--- config.mk ---
export PLATFORM = sky130hd
export DESIGN_NAME = mem_port_arbiter
export DESIGN_NICKNAME = d
export VERILOG_FILES = /design/src/rtl/rv32i_mem_pkg.sv /design/src/rtl/mem_port_arbiter.sv
export SDC_FILE = /design/constraint.sdc
export NUM_CORES = 1
export LEC_CHECK = 0
export ABC_AREA = 1
export BUFFER_PORTS_ARGS = -buffer_cell sky130_fd_sc_hd__buf_2
export CORE_UTILIZATION = 48
export CTS_CLUSTER_SIZE = 16
export DETAILED_ROUTE_END_ITERATION = 8
export PLACE_DENSITY_LB_ADDON = 0.3
export SYNTH_ARGS = -nofsm -noshare
export SYNTH_HDL_FRONTEND = slang
export SYNTH_SLANG_ARGS = --single-unit
--- constraint.sdc ---
create_clock -name CLK -period 2.1 [get_ports CLK]
set_clock_uncertainty 0.05 [all_clocks]
set_input_delay 0.42 -clock CLK [delete_from_list [all_inputs] [get_ports CLK]]
set_output_delay 0.42 -clock CLK [all_outputs]
set_load 0.02 [all_outputs]
--- src/rtl/rv32i_mem_pkg.sv ---
// Shared encodings and default limits for the unified-memory port arbiter.
package rv32i_mem_pkg;

  typedef enum logic [1:0] {
    ST_IDLE = 2'd0,
    ST_BUSY = 2'd1,
    ST_RESP = 2'd2
  } state_t;

  typedef enum logic {
    SRC_IF = 1'b0,
    SRC_DM = 1'b1
  } src_t;

  localparam int unsigned XLEN_DEF       = 32;
  localparam int unsigned STARVE_MAX_DEF = 4;
  localparam int unsigned TIMEOUT_DEF    = 15;

endpackage

--- src/rtl/mem_port_arbiter.sv ---
// Arbitrates the fetch (IF) and load/store (DM) ports onto one single-ported memory,
// with DM priority, an IF anti-starvation limit, a bus timeout and the core stall.
module mem_port_arbiter
  import rv32i_mem_pkg::*;
#(
  parameter int unsigned XLEN       = XLEN_DEF,
  parameter int unsigned STARVE_MAX = STARVE_MAX_DEF,
  parameter int unsigned TIMEOUT    = TIMEOUT_DEF
) (
  input  logic            CLK,
  input  logic            rst_n,
  input  logic            if_req,
  input  logic [XLEN-1:0] if_addr,
  output logic [XLEN-1:0] if_rdata,
  output logic            if_ack,
  input  logic            dm_req,
  input  logic            dm_we,
  input  logic [XLEN-1:0] dm_addr,
  input  logic [XLEN-1:0] dm_wdata,
  output logic [XLEN-1:0] dm_rdata,
  output logic            dm_ack,
  output logic            bus_err,
  output logic            mem_en,
  output logic            mem_we,
  output logic [XLEN-1:0] mem_addr,
  output logic [XLEN-1:0] mem_wdata,
  input  logic [XLEN-1:0] mem_rdata,
  input  logic            mem_ready,
  output logic            stall_core
);

  localparam int unsigned SW = $clog2(STARVE_MAX + 1);
  localparam int unsigned TW = $clog2(TIMEOUT + 1);
  localparam logic [SW-1:0] STARVE_LIM = SW'(STARVE_MAX);
  localparam logic [TW-1:0] TMO_LIM    = TW'(TIMEOUT);

  state_t        state, state_next;
  src_t          grant_src, win;
  logic          err;
  logic          grant, mem_done, tmo_hit;
  logic [SW-1:0] starve_cnt;
  logic [TW-1:0] tmo_cnt, tmo_inc;

  always_comb begin
    state_next = state;
    win        = SRC_DM;
    grant      = 1'b0;
    mem_done   = 1'b0;
    tmo_hit    = 1'b0;
    tmo_inc    = tmo_cnt + TW'(1);
    case (state)
      ST_IDLE: begin
        if (if_req || dm_req) begin
          grant      = 1'b1;
          state_next = ST_BUSY;
          // DM wins ties unless IF has waited out STARVE_MAX DM grants
          if (dm_req && !(if_req && starve_cnt == STARVE_LIM)) win = SRC_DM;
          else                                                 win = SRC_IF;
        end
      end
      ST_BUSY: begin
        if (mem_ready) begin
          mem_done   = 1'b1;
          state_next = ST_RESP;
        end else if (tmo_inc == TMO_LIM) begin
          tmo_hit    = 1'b1;
          state_next = ST_RESP;
        end
      end
      ST_RESP: state_next = ST_IDLE;
      default: state_next = ST_IDLE;
    endcase
  end

  always_ff @(posedge CLK or negedge rst_n) begin
    if (!rst_n) begin
      state      <= ST_IDLE;
      grant_src  <= SRC_IF;
      err        <= 1'b0;
      starve_cnt <= '0;
      tmo_cnt    <= '0;
      mem_en     <= 1'b0;
      mem_we     <= 1'b0;
      mem_addr   <= '0;
      mem_wdata  <= '0;
      if_rdata   <= '0;
      dm_rdata   <= '0;
    end else begin
      state <= state_next;
      if (grant) begin
        mem_en    <= 1'b1;
        grant_src <= win;
        err       <= 1'b0;
        tmo_cnt   <= '0;
        if (win == SRC_IF) begin
          mem_we     <= 1'b0;
          mem_addr   <= if_addr;
          mem_wdata  <= '0;
          starve_cnt <= '0;
        end else begin
          mem_we    <= dm_we;
          mem_addr  <= dm_addr;
          mem_wdata <= dm_wdata;
          if (!if_req)                       starve_cnt <= '0;
          else if (starve_cnt != STARVE_LIM) starve_cnt <= starve_cnt + SW'(1);
        end
      end
      if (mem_done) begin
        mem_en <= 1'b0;
        if (grant_src == SRC_IF) if_rdata <= mem_rdata;
        else if (!mem_we)        dm_rdata <= mem_rdata;
      end
      if (state == ST_BUSY && !mem_ready && !tmo_hit) tmo_cnt <= tmo_inc;
      if (tmo_hit) begin
        mem_en <= 1'b0;
        err    <= 1'b1;
      end
    end
  end

  assign if_ack     = (state == ST_RESP) && (grant_src == SRC_IF);
  assign dm_ack     = (state == ST_RESP) && (grant_src == SRC_DM);
  assign bus_err    = (state == ST_RESP) && err;
  assign stall_core = (if_req & ~if_ack) | (dm_req & ~dm_ack);

endmodule

**Word level (Yosys, flattened, before mapping)**

Cells that the tools add are included.

- Input bits: 134
- Logic and storage cells: 74
- Register bits: 141

- Multiplexer cells: 27
- Bitwise gates (word level): 7
- Reduce and logical (&&, ||, !) cells: 19
- $add $sub $neg: 2
- Equality and inequality tests: 8

Operator list:

| kind | count |
|---|---|
| 32-bit two-way mux | 2 |
| 1-bit two-way mux | 16 |
| 3-bit two-way mux | 3 |
| 4-bit two-way mux | 2 |
| 1-bit logical AND | 7 |
| 2-bit two-way mux | 3 |
| 3-bit != test (second input constant) | 2 |
| 2-bit AND reduction | 3 |
| 4-bit by 1-bit adder with 4-bit output (second input constant) | 1 |
| 4-bit equality test (second input constant) | 1 |
| 1-bit inverter | 4 |
| 2-bit case mux with 2 select lines | 1 |
| 2-bit nonzero test | 2 |
| 3-bit by 1-bit adder with 3-bit output (second input constant) | 1 |
| 3-bit equality test (second input constant) | 1 |
| 1-bit zero test | 3 |
| 3-bit by 2-bit != test with 1-bit output (second input constant) | 1 |
| 3-bit AND reduction | 1 |
| 3-bit nonzero test | 1 |
| 1-bit bitwise AND | 2 |
| 2-bit by 1-bit equality test with 1-bit output (second input constant) | 1 |
| 2-bit equality test (second input constant) | 1 |
| 2-bit zero test | 1 |
| 2-bit != test (second input constant) | 1 |
| other kinds (2) | 2 |

**Depth between registers and ports, before layout**

Gate-level depths: netlist of the first run.

- Word-level depth: 9
- Depth in mapped cells: 9
- Depth with buffers taken out: 9

**Least setup slack after synthesis of the first run**

OpenSTA, ideal clock, no wires.

- Path kind: input to output
- From: input port if_req
- To: output port stall_core
- Stages on the path: 4
- Slack: 0.480 ns
- Data required time: 1.630 ns
- Arrival: 1.150 ns
- Path buffers: 2
- Cells stage by stage: buf_2 -> buf_1 -> o21ai_0 -> nand2_1

- Longest elaborated chain between the ends: 2

Ends and longest elaborated chain:

| element | line | RTL |
|---|---|---|
| start: declaration | mem_port_arbiter.sv:12 | `input logic if_req,` |
| 1-bit bitwise AND | mem_port_arbiter.sv:124 | `assign stall_core = (if_req & ~if_ack) \| (dm_req & ~dm_ack);` |
| 1-bit bitwise OR | mem_port_arbiter.sv:124 |  |
| end: declaration | mem_port_arbiter.sv:29 | `output logic stall_core` |

Every way passes these cells.

**Final worst setup path of the first run**

- From: register state[0]
- To: output port stall_core

- Longest elaborated chain between the ends: 5

Ends and longest elaborated chain:

| element | line | RTL |
|---|---|---|
| start: declaration | mem_port_arbiter.sv:37 | `state_t state, state_next;` |
| start signal: assignment | mem_port_arbiter.sv:89 | `state <= state_next;` |
| 2-bit equality test * | mem_port_arbiter.sv:121, mem_port_arbiter.sv:122 |  |
| 1-bit logical AND, on equally long branches | mem_port_arbiter.sv:121, mem_port_arbiter.sv:122 |  |
| 1-bit inverter | mem_port_arbiter.sv:124 |  |
| 1-bit bitwise AND | mem_port_arbiter.sv:124 |  |
| 1-bit bitwise OR * | mem_port_arbiter.sv:124 |  |

Mark *: on every way between the ends. The rest lies on a longest branch, timed or not.

==> flow_metrics.tcl, run 1 <==
set metrics [dict create \
    max_freq_mhz 507 \
    fp-row-count 40 \
    switching_share 0.419 \
    yosys_register_bits 141 \
    hold_ws_ps 173 \
    yosys.area.top_type "dfrtp_1" \
    hold_viol 0 \
    placement.cell_area_um2 7660 \
    synth_top_cell_area_share 0.575 \
    synthCells 679 \
    reg2reg_from "state[1]" \
    startpoint "state[0]" \
    root_buffer "clkbuf_16" \
    startpoint_type "flop" \
    syn_to_final_growth_pct 35.5 \
    synth_edf_count 0 \
    synth.distinct_cells 23 \
    multi_input_area_um2 2210 \
    power.switching_mw 5.83 \
    p_clk_frac 0.225 \
    synth-async-reset-ratio 1.00 \
    dp_hpwl_um 11500 \
    grt_pass1_vias 5391 \
    critPathMaxFanout 5 \
    grt_usage 0.260 \
    cts_tree "done" \
    synth.cell_area_um2 6140 \
    use_met3 0.0717 \
    grt_max_degree 72 \
    cts_inserted_buffers 17 \
    grt-ovfl-total 0 \
    seq_power_share 0.335 \
    setup-tns-final_ps 0 \
    slew-limit-headroom 0.625 \
    core_area_um2 12300 \
    drive_gt1_frac 0.374 \
    critPathKind "reg -> out" \
    antennaDiodeCount 0 \
    drt_iter0_markers 425 \
    critPathRequiredTime_ps 1630 \
    yosysSeqAreaShare 0.575 \
    power.internal_mw 8.09 \
    grt_util_met2 0.416 \
    tightestPinTransition_ps 563 \
    finalNetCount 1076 \
    synth_common_cells "183 x nand2_1, 141 x dfrtp_1, 64 x a21oi_1, 42 x inv_1, 42 x nand3_1" \
    io_buffers 267 \
    min_from "mem_rdata[29]" \
    num_vias 5775 \
    outcome "finished clean" \
    synthesis.nets 817 \
    path_buf_inv 1 \
    clk_pin_slew_worst_paths_ps 60 \
    cpMaxStageDelayCell "dfrtp_2" \
    start_util 0.501 \
    dr.pass1.iters 5 \
    ir_drop_v 0.000921 \
    cts_buffer_depth 2 \
    dieArea_um2 13300 \
    rsz0062_at_grt "false" \
    synthFlopType "dfrtp_1" \
    gp_congestion 0.793 \
    register_area_um2 3530 \
    grtUsageMet1 0.335 \
    hold_class "in -> reg" \
    critPathTopFamily "flip-flops" \
    maxCapViolCount 0 \
    p_per_area_nw_per_um2 1670 \
    fin_area_um2 8320 \
    yosysMostFrequentCell "nand2_1" \
    comb_power_share 0.439 \
    clk_latency_ps 410 \
    drtAntennaViolNets 0 \
    min_period_ps 1970 \
    crit_path_end_kind "primary output" \
    path_cells "or2_4, o21ai_0, nand2_1, buf_2" \
    drv_slew 0 \
    max_stage_delay_ps 440 \
    grt_pass1_wl_um 26500 \
    fillers 1014 \
    power_leakage_nw 4.37 \
    post-route-period-util 0.940 \
    viasPerCell 5.16 \
    htree_levels 4 \
    wl_per_cell_um 15.1 \
    synth_area_leaders "dfrtp_1 57%, nand2_1 11%, a21oi_1 5.2%" \
    finalSetupViolCount 0 \
    routed_wl_um 16900 \
    die_w_um 115 \
    antenna_found_initial 0 \
    grt.busiest_layer "met2" \
    die_height_um 115 \
    drc 0 \
    synth_area_per_cell_um2 9.04 \
    worstPathArrival_ps 1500 \
    clock_sinks 141 \
    ios 268 \
    yosys_warnings 0 \
]
==> tightest hold or removal path: stages <==
cell and delay, ps:
buf_2 90, nand2_1 40, nand2_1 50
==> layout make-up <==
class,count,share of cell area
tap,168,0.0253
multi-input combinational,446,0.265
clock inverter,5,0.0120
inverter,44,0.0198
sequential,141,0.424
clock buffer,27,0.0641
timing repair buffer,288,0.190
==> worst paths after layout <==
| path | slack [ps] | depth (start not counted) | to |
|---|---|---|---|
| worst min register to register | 420 | 2 | mem_wdata[25] |
| max in group asynchronous | 990 | 3 | mem_addr[15] |
| worst max register to register | 360 | 7 | mem_addr[24] |
| worst min-delay path | 170 | 3 | if_rdata[29] |
| worst max-delay path | 130 | 4 | stall_core |
| min in group asynchronous | 430 | 2 | mem_addr[13] |
==> kinds of logic (layout without fill, tap and decap cells) <==
kind of cell / Yosys count / after routing / share of synthesized area
buf+inv: 92 / 364 / 0.0691
flops: 141 / 141 / 0.575
fa+ha+maj: 4 / 4 / 0.00815
xor+xnor: 1 / 1 / 0.00143
simple gates: 305 / 305 / 0.217
compound gates: 136 / 136 / 0.130
==> sequential cells by signal, summed over array words and instances (netlist names), 2 cells and up <==
signal / cells
state: 2
starve_cnt: 3
if_rdata: 32
dm_rdata: 32
mem_addr: 32
tmo_cnt: 4
mem_wdata: 32
==> repair_timing <==
action | CTS | global route
endpoints found under the setup margin | 1 | 1
buffers inserted | 1 | 1
gates resized for setup | 0 | 3
hold buffers | 1 | 0
hold endpoints to repair | 31 | 0
==> layout by cell type, fill, tap and decap left out, types with 2 or more instances in the layout <==
cell       count
dfrtp_1      140
buf_4         14
inv_2          2
nand2_1      183
o21ai_2       30
nor2_1        37
nand4_1       37
buf_12         6
clkbuf_1       3
clkbuf_16     17
o21ai_0       39
buf_2        266
nand3_1       41
clkinv_2       2
a21oi_1       64
bufinv_16      3
clkbuf_8       7
inv_1         42
ha_1           4
==> power by group through the flow <==
| stage | registers, mW | logic, mW | clock network [mW] |
|---|---|---|---|
| after floorplan | 6.14 | 2.46 | 0 |
| after global placement | 4.65 | 5.99 | 0 |
| after detailed placement | 4.66 | 6.12 | 0 |
| after CTS | 4.66 | 6.12 | 3.19 |
| after global routing | 4.81 | 6.68 | 3.31 |
| final | 4.67 | 6.12 | 3.14 |
==> through the flow <==
step	setup slack, ps	power [mW]	std cells	utilization
5_1_grt	67.7	14.8	1119	0.679
6_report	126	13.9	1119	0.679
2_1_floorplan	480	8.60	679	-
4_1_cts	2.34	14.0	1118	0.678
3_5_place_dp	409	10.8	1084	0.625
3_3_place_gp	435	10.6	1084	0.625
==> routing by layer <==
layer / share of wire / vias up
met2: 0.48 / 259
li1: - / 2750
met1: 0.41 / 2734
met4: 0.023 / 0
met3: 0.078 / 32
met5: 0 / -
Power figures use the tool's default switching activity.
==> run 2: changes to the inputs <==
--- a/config.mk
+++ b/config.mk
@@ -5,9 +5,8 @@
 export SDC_FILE = /design/constraint.sdc
 export NUM_CORES = 1
 export LEC_CHECK = 0
-export ABC_AREA = 1
 export BUFFER_PORTS_ARGS = -buffer_cell sky130_fd_sc_hd__buf_2
-export CORE_UTILIZATION = 48
+export CORE_UTILIZATION = 47
 export CTS_CLUSTER_SIZE = 16
 export DETAILED_ROUTE_END_ITERATION = 8
 export PLACE_DENSITY_LB_ADDON = 0.3
==> run 2 against run 1 <==
Hold slack improved by 12 ps. Synthesized cell count decreased by 28%. Wire length is 12% lower. Utilization decreased by 0.73 points. Cell area decreased by 2.7%. Highest routed layer unchanged. First-iteration DRC count down 47%. Largest cell class unchanged. Sequential share of layout area grew 1.2 points. Synthesized area decreased by 4.7%. Critical path type unchanged. Register-to-register slack lost 250 ps. Worst setup slack lost 74 ps. Critical path depth is the same.
==> flow_metrics.tcl, run 2 <==
set metrics [dict create \
    critPathKind "reg -> out" \
    grt_pass1_wl_um 22700 \
    routed_wl_um 14900 \
    synthAdderAreaFrac 0.00855 \
    worstPathArrival_ps 1580 \
    synth.distinct_cells 41 \
    core_area_um2 12100 \
    cts_inserted_buffers 17 \
    root_buffer "clkbuf_16" \
    synth.cell_area_um2 5850 \
    critPathTopFamily "flip-flops" \
    drive_gt1_frac 0.485 \
    grt_usage 0.230 \
    synth-compound-area-share 0.0785 \
    synth_top_family_by_area "multiplexers" \
    gp_congestion 0.822 \
    max_freq_mhz 488 \
    yosys.area.top_type "dfrtp_1" \
    yosys_warnings 0 \
    startpoint_type "flop" \
    yosys.area_share.simple 0.0945 \
    synth.area.mux_share 0.181 \
    layout_common_cells "265 x buf_2, 141 x dfrtp_1, 101 x nand2_1" \
    reg2reg_from "starve_cnt[0]" \
    wl_met1_um 6100 \
    synth_area_leaders "dfrtp_1 60%, mux2_2 9.8%, nand2_1 6.5%" \
    synthesis.nets 627 \
    final_common_cell "buf_2" \
    dp_hpwl_um 10600 \
    wl_per_cell_um 15.7 \
    critPathMaxFanout 5 \
    clk_latency_ps 420 \
    grt_pass1_vias 4605 \
    drc 0 \
    die_w_um 114 \
    wl_met2_um 7520 \
    cts_tree "done" \
    ir_drop_v 0.000752 \
    startpoint "state[1]" \
    synth_edf_count 0 \
    viasPerCell 4.90 \
    path_cells "nor2b_2, and2_1, o22ai_1, buf_4" \
    crit_path_end_kind "primary output" \
    antenna_found_initial 1 \
    dr.pass1.iters 4 \
    min_period_ps 2050 \
    finalWorstSetupSlack_ps 51.9 \
    cpMaxStageDelayCell "dfrtp_1" \
    rr_worst_depth 8 \
    yosysMostFrequentCell "dfrtp_1" \
    highest_layer "met4" \
    num_vias 4653 \
    synth-async-reset-ratio 1.00 \
    met3_length_um 1000 \
    maxCapViolCount 0 \
    power_leakage_nw 4.01 \
    htree_levels 4 \
    outcome "finished clean" \
    die_height_um 114 \
    hold_class "in -> reg" \
    hold_viol 0 \
    io_buffers 267 \
    dieArea_um2 12900 \
    synth_top_cell_area_share 0.603 \
    grt-ovfl-total 0 \
    place_ws_ps 154 \
    slew-limit-headroom 0.636 \
    tightestPinTransition_ps 544 \
    start_util 0.485 \
    finalSetupViolCount 0 \
    drtAntennaViolNets 0 \
    placement.cell_area_um2 7450 \
    drt_iter0_markers 226 \
    path_buf_inv 1 \
    finalNetCount 906 \
    whs_path_depth 2 \
    drv_slew 0 \
    synthFlopType "dfrtp_1" \
    clk_pin_slew_worst_paths_ps 50 \
    post-route-period-util 0.975 \
    synth_area_per_cell_um2 12.0 \
    grt_max_degree 52 \
    max_stage_delay_ps 450 \
    synthCells 489 \
    ios 268 \
    fin_area_um2 8100 \
    syn_to_final_growth_pct 38.4 \
    fp-row-count 40 \
    critPathRequiredTime_ps 1630 \
    yosysSeqAreaShare 0.603 \
    path_depth 4 \
    post_synth_xor_area_fraction 0.00150 \
    yosys_register_bits 141 \
    min_from "mem_rdata[24]" \
    clock_sinks 141 \
    cts_buffer_depth 2 \
    antennaDiodeCount 0 \
    p_per_area_nw_per_um2 1640 \
    synth_common_cells "141 x dfrtp_1, 101 x nand2_1, 51 x mux2_2, 48 x o21ai_0, 34 x mux2i_1" \
]
[run 2: kinds of logic (layout without fill, tap and decap cells)]
kind of cell / count (synthesis) / count (layout)
adder cells (fa/ha/maj): 4 / 4
XOR/XNOR: 1 / 1
flip-flops: 141 / 141
AO/OA/AOI/OAI: 83 / 83
multiplexers: 98 / 98
AND/OR/NAND/NOR: 126 / 126
buffers and inverters: 36 / 328
[run 2: final timing paths]
path | endpoint | slack, ps
hold / removal | dm_rdata[24] | 190
setup / recovery | stall_core | 50
max in group asynchronous | dm_rdata[13] | 940
min in group asynchronous | if_rdata[4] | 470
setup reg to reg | mem_addr[4] | 110
hold reg to reg | mem_wdata[11] | 420
[run 2: area by class of cell]
| class | count | area (µm²) |
|---|---|---|
| Tap cell | 168 | 210 |
| Clock buffer | 20 | 447 |
| Inverter | 9 | 33.8 |
| Timing Repair Buffer | 287 | 1610 |
| Multi-Input combinational cell | 312 | 2150 |
| Fill cell | 942 | 3960 |
| Clock inverter | 12 | 121 |
| Sequential cell | 141 | 3530 |
[run 2: metrics by stage]
stage,std cells,power (mW),TNS (ps),utilization,hold WS [ps]
2_1_floorplan,489,8.27,0,-,74.4
3_3_place_gp,911,10.2,0,0.618,342
3_5_place_dp,911,10.4,0,0.618,341
4_1_cts,944,13.3,0,0.666,172
5_1_grt,949,14.1,-16.0,0.671,178
6_report,949,13.3,0,0.671,185
[run 2: timing repair]
| action | 4_1_cts | 5_1_grt |
|---|---|---|
| endpoints found under the hold margin | 45 | 0 |
| resized for setup | 0 | 6 |
| buffers inserted | 0 | 2 |
| endpoints found under the setup margin | 0 | 3 |
| hold buffers | 1 | 0 |
[run 2: where the power goes]
| part | switching [mW] | leakage, nW | internal [mW] |
|---|---|---|---|
| Sequential | 0.730 | 1.73 | 4.03 |
| Combinational | 3.49 | 2.01 | 2.17 |
| Clock | 1.10 | 0.275 | 1.76 |
| Total | 5.33 | 4.01 | 7.96 |
[run 2: worst reg2reg max path, stage by stage (launching register included)]
cell	delay (ps)
dfrtp_1	390
inv_1	100
ha_1	150
a21boi_1	140
nor4_4	340
buf_4	200
buf_8	200
mux2i_1	230
o21ai_1	80
[run 2: routing by layer]
layer  vias up  GRT usage
met5         -          0
met1      2199      0.272
met4         0     0.0877
met2       191      0.391
li1       2238          -
met3        25     0.0739
